## src/rtl/imm_pkg.sv

```systemverilog
`default_nettype none
// ============================================================================
// Module      : imm_pkg
// Description : Immediate-format select encodings and skid-buffer state type
//               shared by the immediate-extension stage.
// Revision    : 1.0 - initial release
// ============================================================================
package imm_pkg;

    // Immediate-format select encodings (in_immsrc)
    localparam logic [2:0] IMM_I   = 3'b000;
    localparam logic [2:0] IMM_S   = 3'b001;
    localparam logic [2:0] IMM_B   = 3'b010;
    localparam logic [2:0] IMM_J   = 3'b011;
    localparam logic [2:0] IMM_U   = 3'b100;
    localparam logic [2:0] IMM_Z   = 3'b101;
    localparam logic [2:0] IMM_SH  = 3'b110;
    localparam logic [2:0] IMM_BAD = 3'b111;

    // Occupancy of the two-entry skid buffer
    typedef enum logic [1:0] {
        BUF_EMPTY = 2'd0,
        BUF_ONE   = 2'd1,
        BUF_FULL  = 2'd2
    } buf_state_e;

endpackage
`default_nettype wire

```

## src/rtl/imm_gen.sv

```systemverilog
`default_nettype none
// ============================================================================
// Module      : imm_gen
// Description : Combinational RISC-V immediate decoder. Selects the immediate
//               field by format, sign- or zero-extends it to XLEN and flags an
//               illegal format select.
// Revision    : 1.0 - initial release
// ============================================================================
module imm_gen
    import imm_pkg::*;
#(
    parameter int XLEN = 32
) (
    input  logic [31:0]     instr,
    input  logic [2:0]      immsrc,
    output logic [XLEN-1:0] immext,
    output logic            err
);

    // Shift-amount field is one bit wider on RV64
    localparam int SHW = (XLEN == 64) ? 6 : 5;

    logic [XLEN-1:0] sign_fill;
    logic            unused_opcode;

    assign sign_fill     = {XLEN{instr[31]}};
    // The opcode field never contributes to an immediate
    assign unused_opcode = ^instr[6:0];

    // Start from the fill pattern, then overlay the format's field bits
    always_comb begin
        immext = '0;
        err    = 1'b0;
        case (immsrc)
            IMM_I: begin
                immext       = sign_fill;
                immext[11:0] = instr[31:20];
            end
            IMM_S: begin
                immext       = sign_fill;
                immext[11:0] = {instr[31:25], instr[11:7]};
            end
            IMM_B: begin
                immext       = sign_fill;
                immext[12:0] = {instr[31], instr[7], instr[30:25], instr[11:8], 1'b0};
            end
            IMM_J: begin
                immext       = sign_fill;
                immext[20:0] = {instr[31], instr[19:12], instr[20], instr[30:21], 1'b0};
            end
            IMM_U: begin
                immext       = sign_fill;
                immext[31:0] = {instr[31:12], 12'b0};
            end
            IMM_Z: begin
                immext[4:0] = instr[19:15];
            end
            IMM_SH: begin
                immext[SHW-1:0] = instr[20 +: SHW];
            end
            default: begin
                // Illegal select: drive a defined zero and raise the error flag
                err = 1'b1;
            end
        endcase
    end

endmodule
`default_nettype wire

```

## src/rtl/imm_extend_stage.sv

```systemverilog
`default_nettype none
// ============================================================================
// Module      : imm_extend_stage
// Description : Registered immediate-extension stage. Decodes the immediate on
//               the input side and holds results in a two-entry skid buffer
//               (main + skid) behind a valid/ready handshake, with flush.
// Revision    : 1.0 - initial release
// ============================================================================
module imm_extend_stage
    import imm_pkg::*;
#(
    parameter int XLEN = 32,
    parameter int TAGW = 5
) (
    input  logic            clk,
    input  logic            reset,
    input  logic            flush,
    input  logic            in_valid,
    output logic            in_ready,
    input  logic [31:0]     in_instr,
    input  logic [2:0]      in_immsrc,
    input  logic [TAGW-1:0] in_tag,
    output logic            out_valid,
    input  logic            out_ready,
    output logic [XLEN-1:0] out_immext,
    output logic            out_err,
    output logic [TAGW-1:0] out_tag
);

    buf_state_e      state;
    buf_state_e      state_next;

    logic [XLEN-1:0] gen_imm;
    logic            gen_err;

    logic [XLEN-1:0] main_imm;
    logic            main_err;
    logic [TAGW-1:0] main_tag;
    logic [XLEN-1:0] skid_imm;
    logic            skid_err;
    logic [TAGW-1:0] skid_tag;

    logic            accept;
    logic            drain;
    logic            load_main_new;
    logic            load_skid;
    logic            main_from_skid;

    imm_gen #(
        .XLEN   (XLEN)
    ) u_imm_gen (
        .instr  (in_instr),
        .immsrc (in_immsrc),
        .immext (gen_imm),
        .err    (gen_err)
    );

    // Handshake flags decode only the state register, so in_ready never
    // follows out_ready combinationally.
    assign in_ready   = (state != BUF_FULL);
    assign out_valid  = (state != BUF_EMPTY);
    assign accept     = in_valid & in_ready;
    assign drain      = out_valid & out_ready;

    assign out_immext = main_imm;
    assign out_err    = main_err;
    assign out_tag    = main_tag;

    // Next-state and buffer-load decisions
    always_comb begin
        state_next     = state;
        load_main_new  = 1'b0;
        load_skid      = 1'b0;
        main_from_skid = 1'b0;
        case (state)
            BUF_EMPTY: begin
                if (accept) begin
                    state_next    = BUF_ONE;
                    load_main_new = 1'b1;
                end
            end
            BUF_ONE: begin
                if (accept && !drain) begin
                    state_next = BUF_FULL;
                    load_skid  = 1'b1;
                end else if (!accept && drain) begin
                    state_next = BUF_EMPTY;
                end else if (accept && drain) begin
                    // Main leaves while the new entry takes its place
                    load_main_new = 1'b1;
                end
            end
            BUF_FULL: begin
                if (drain) begin
                    state_next     = BUF_ONE;
                    main_from_skid = 1'b1;
                end
            end
            default: begin
                state_next = BUF_EMPTY;
            end
        endcase
    end

    // State register; reset outranks flush, both empty the buffer
    always_ff @(posedge clk) begin
        if (reset) begin
            state <= BUF_EMPTY;
        end else if (flush) begin
            state <= BUF_EMPTY;
        end else begin
            state <= state_next;
        end
    end

    // Buffer entry registers; a flush cycle loads nothing
    always_ff @(posedge clk) begin
        if (reset) begin
            main_imm <= '0;
            main_err <= 1'b0;
            main_tag <= '0;
            skid_imm <= '0;
            skid_err <= 1'b0;
            skid_tag <= '0;
        end else if (!flush) begin
            if (load_main_new) begin
                main_imm <= gen_imm;
                main_err <= gen_err;
                main_tag <= in_tag;
            end else if (main_from_skid) begin
                main_imm <= skid_imm;
                main_err <= skid_err;
                main_tag <= skid_tag;
            end
            if (load_skid) begin
                skid_imm <= gen_imm;
                skid_err <= gen_err;
                skid_tag <= in_tag;
            end
        end
    end

endmodule
`default_nettype wire
```

## config.mk

```make
export PLATFORM = sky130hd
export DESIGN_NAME = imm_extend_stage
export DESIGN_NICKNAME = d
export VERILOG_FILES = /design/src/rtl/imm_pkg.sv /design/src/rtl/imm_gen.sv /design/src/rtl/imm_extend_stage.sv
export SDC_FILE = /design/constraint.sdc
export NUM_CORES = 1
export LEC_CHECK = 0
export BUFFER_PORTS_ARGS = -buffer_cell sky130_fd_sc_hd__clkbuf_2
export CAP_MARGIN = 20
export CORE_ASPECT_RATIO = 0.7
export CORE_MARGIN = 10
export CORE_UTILIZATION = 56
export CTS_BUF_LIST = sky130_fd_sc_hd__clkbuf_8
export DETAILED_ROUTE_END_ITERATION = 12
export PLACE_DENSITY = 0.83
export SLEW_MARGIN = 20
export SYNTH_ARGS = -nofsm -noshare
export SYNTH_HDL_FRONTEND = slang
export SYNTH_HIERARCHICAL = 1
export SYNTH_SLANG_ARGS = --single-unit
```

## constraint.sdc

```tcl
create_clock -name clk -period 2 [get_ports clk]
set_input_delay 0 -clock clk [delete_from_list [all_inputs] [get_ports clk]]
set_output_delay 0 -clock clk [all_outputs]
set_load 0.1 [all_outputs]
```

==> results.rst <==
.. list-table::
   :header-rows: 1

   * - Metric
     - Value
   * - Std cell rows
     - 24
   * - Cell type of the slowest stage on the worst timing path
     - sky130_fd_sc_hd__dfxtp_2
   * - Post-Syn Instances
     - 440
   * - Number of cells traversed by the worst hold path
     - 4
   * - CP Data Required Time
     - 2.29 ns
   * - Std-Cell Core Area
     - between 6000 and 7000 µm²
   * - Worst-path fanout max
     - 28
   * - Setup Buffers After CTS
     - 0
   * - Static Leakage
     - 1.78 nW
   * - Initial antenna violation count
     - 0
   * - I/O pin count
     - 85
   * - Wire length of the first global-routing pass
     - approximately 17000 µm
   * - Worst Reg2Reg Path Length in Cells
     - 8
   * - Number of buffers added on ports
     - 77
   * - Chip Width
     - 117 µm
   * - Total Routing Usage GR
     - 19.4%
   * - Peak Freq
     - 535 MHz
   * - Class of the worst hold path
     - input pin to flip-flop
   * - Layout Skew
     - 0.00920 ns
   * - Deepest level of the CTS H-tree
     - 3
   * - Data arrival time of the critical path
     - 2.16 ns
   * - Final weighted congestion in routability-driven placement
     - 0.835
   * - Worst-case setup slack after placement
     - about 0.095 ns
   * - Total number of clock tree sinks
     - 78
   * - Most area-consuming cells after synthesis
     - sky130_fd_sc_hd__dfxtp_1 42%, sky130_fd_sc_hd__a21oi_1 12%, sky130_fd_sc_hd__nand2_1 7.9%
   * - Kind of start point of the critical path
     - flip-flop
   * - Unrepaired setup endpoints after global routing
     - false
   * - Grt total ovfl
     - 0
   * - Largest net degree at the start of global routing
     - 79
   * - Most frequent standard cell in the layout excluding fill and tap cells
     - sky130_fd_sc_hd__a21oi_1
   * - Yosys reg bits
     - 78
   * - Net count, final
     - 553
   * - Total count of max-transition violations in the final report
     - 0
   * - Wire length after detailed routing
     - 10200 µm
   * - Share of the cycle needed by the critical path after routing
     - 93.5%
   * - Hold_sp
     - in_instr[28]
   * - Final critical path time including I/O delays and setup
     - about 1.9 ns
   * - Average detailed-routed wire length per instance
     - 16.9 µm
   * - DRT iter0 DRCs
     - 297
   * - Antenna diode instance count
     - 0
   * - Area growth from synthesis to layout
     - 17.5%
   * - Die Ht
     - 88.2 µm
   * - Remaining routing DRC violations
     - 0
   * - Count of maximum capacitance violations
     - 0
   * - Delay of the slowest cell on the worst path
     - 0.37 ns
   * - Via count of the first global-routing pass
     - 3302
   * - Initial cell density of the core
     - 58.8%
   * - Kind of end point of the critical path
     - flip-flop
   * - Core Util, Final
     - 69.1%
   * - Clock tree from TritonCTS
     - yes
   * - Clock Tree Buf Depth
     - 2
   * - Result of the run
     - complete, no violations
   * - Number of vias in the routed layout
     - 3433
   * - Setup TNS
     - 0 ns
   * - Clock latency on the worst-skew pair
     - between 0.3 and 0.4 ns
   * - Critical path class
     - flip-flop to flip-flop
   * - Distinct cells, synth
     - 39
   * - Setup slack, reg-to-reg
     - 0.13 ns
   * - Final antenna-violating net count
     - 0
   * - Seq/Total Area, Yosys
     - 41.9%
   * - Clock buffers created by TritonCTS
     - 9
   * - Library cell occupying the most area in the post-synthesis netlist
     - sky130_fd_sc_hd__dfxtp_1
   * - CTS clk-pin slew, worst paths
     - 0.09 ns
   * - Detailed-router iteration count before antenna repair
     - 6
   * - Mean post-synth cell area
     - between 8 and 9 µm²
   * - Avg Vias per Cell
     - 5.70
   * - Worst Max-Slew Pin Slew
     - 0.802 ns
   * - Full die area
     - between 10000 and 15000 µm²
   * - Netlist Area Pre-Place
     - 3720 µm²
   * - Placed Area
     - 4140 µm²
   * - Power per cell area
     - between 800 and 900 nW/µm²
   * - Total of warnings raised by yosys
     - 6
   * - VDD IR max
     - 0.499 mV
   * - Startpoint of the worst setup timing path
     - state[1]$_SDFFE_PP0P_
   * - Top library cells by usage in the layout, fill and taps aside
     - 93 x sky130_fd_sc_hd__a21oi_1, 78 x sky130_fd_sc_hd__nand2_1, 77 x sky130_fd_sc_hd__clkbuf_2, 77 x sky130_fd_sc_hd__dfxtp_1, 43 x sky130_fd_sc_hd__inv_1
   * - Area share of the largest cell type after synthesis
     - 41.9%
   * - List of cells traversed by the critical path
     - or2_4, nand2_1, inv_1, ha_1, mux2i_2, or2_1, buf_12, o221a_1
   * - CTS Root Buffer Type
     - sky130_fd_sc_hd__clkbuf_8
   * - Fraction of final layout cells sized beyond drive strength 1
     - 26.4%
   * - # setup viols final
     - 0
   * - Final instance area
     - 4380 µm²
   * - Final hold violations
     - 0
   * - HPWL after DPL
     - about 7000 µm
   * - Slew HR
     - 46.3%
   * - Critical register-to-register path startpoint
     - state[1]$_SDFFE_PP0P_
   * - Final total power
     - 0.00357 W
   * - Synthesized net count
     - 487
   * - Least setup slack across all paths after layout
     - 0.131 ns
## routing by layer
layer,GRT usage (%),share of wire [%]
met5,0,0
met2,31.3,46
met1,24.8,45
met3,5.79,7.4
met4,5.82,1.1
## state kept, by name, summed over array words and instances (netlist names)
name,cells
skid_tag,5
out_immext,32
skid_imm,32
out_tag,5
out_err,1
state,2
skid_err,1
## worst max-delay path, delay by kind of cell (launching register included)
kind / cells / cell delay [ns]
AO/OA/AOI/OAI: 1 / 0.21
adder cells (fa/ha/maj): 1 / 0.19
buffers and inverters: 2 / 0.26
flip-flops: 1 / 0.37
multiplexers: 1 / 0.19
AND/OR/NAND/NOR: 3 / 0.57
## cell families (layout without fill, tap and decap cells)
family / Yosys count / after routing / share of synthesized area (%)
compound gates: 160 / 160 / 29.7
simple gates: 105 / 105 / 13.3
buf+inv: 82 / 153 / 10.4
flops: 78 / 78 / 41.9
mux: 12 / 12 / 3.26
fa+ha+maj: 2 / 2 / 0.672
xor+xnor: 1 / 1 / 0.739
## synth_stat cells (all sizes together)
cell type / count
a21oi: 93
dfxtp: 78
nand2: 78
inv: 41
o221a: 38
buf: 27
clkbuf: 14
a21o: 11
mux2i: 11
nor2b: 11
o22ai: 8
a22oi: 4
and2: 3
nor3: 3
or2: 3
and4bb: 2
ha: 2
a22o: 1
a31o: 1
and3: 1
mux2: 1
nand2b: 1
nand4bb: 1
nor2: 1
nor3b: 1
o21ai: 1
o21bai: 1
o22a: 1
o32a: 1
xor2: 1
## what timing repair did
action	CTS	global route
gates resized for setup	0	2
setup endpoints to repair	0	7
hold buffers	7	0
endpoints found under the hold margin	12	0
## area by class of cell
cell class / count / area (µm²)
fill: 506 / 1960
multi-input combinational: 280 / 1800
sequential: 78 / 1560
timing repair buffer: 96 / 583
inverter: 41 / 154
clock buffer: 9 / 124
tap: 91 / 114
clock inverter: 7 / 43.8
## per-stage QoR
step | cells | hold slack (ns)
6_report | 602 | 0.0328
5_1_grt | 602 | 0.0301
4_1_cts | 602 | 0.0166
3_3_place_gp | 579 | 0.232
2_1_floorplan | 440 | 0.0770
3_5_place_dp | 579 | 0.246
## power by group
group | internal, W | switching [W]
Sequential | 0.00162 | 0.0000408
Combinational | 0.000220 | 0.000660
Clock | 0.000441 | 0.000594
Total | 0.00228 | 0.00130
## final timing paths
check	endpoint
hold / removal	skid_imm[8]$_SDFFE_PP0P_
setup reg to reg	out_immext[29]$_SDFFE_PP0P_
setup / recovery	out_immext[29]$_SDFFE_PP0P_
hold reg to reg	skid_imm[31]$_SDFFE_PP0P_
Note: power is estimated with default switching activity, not from simulation.
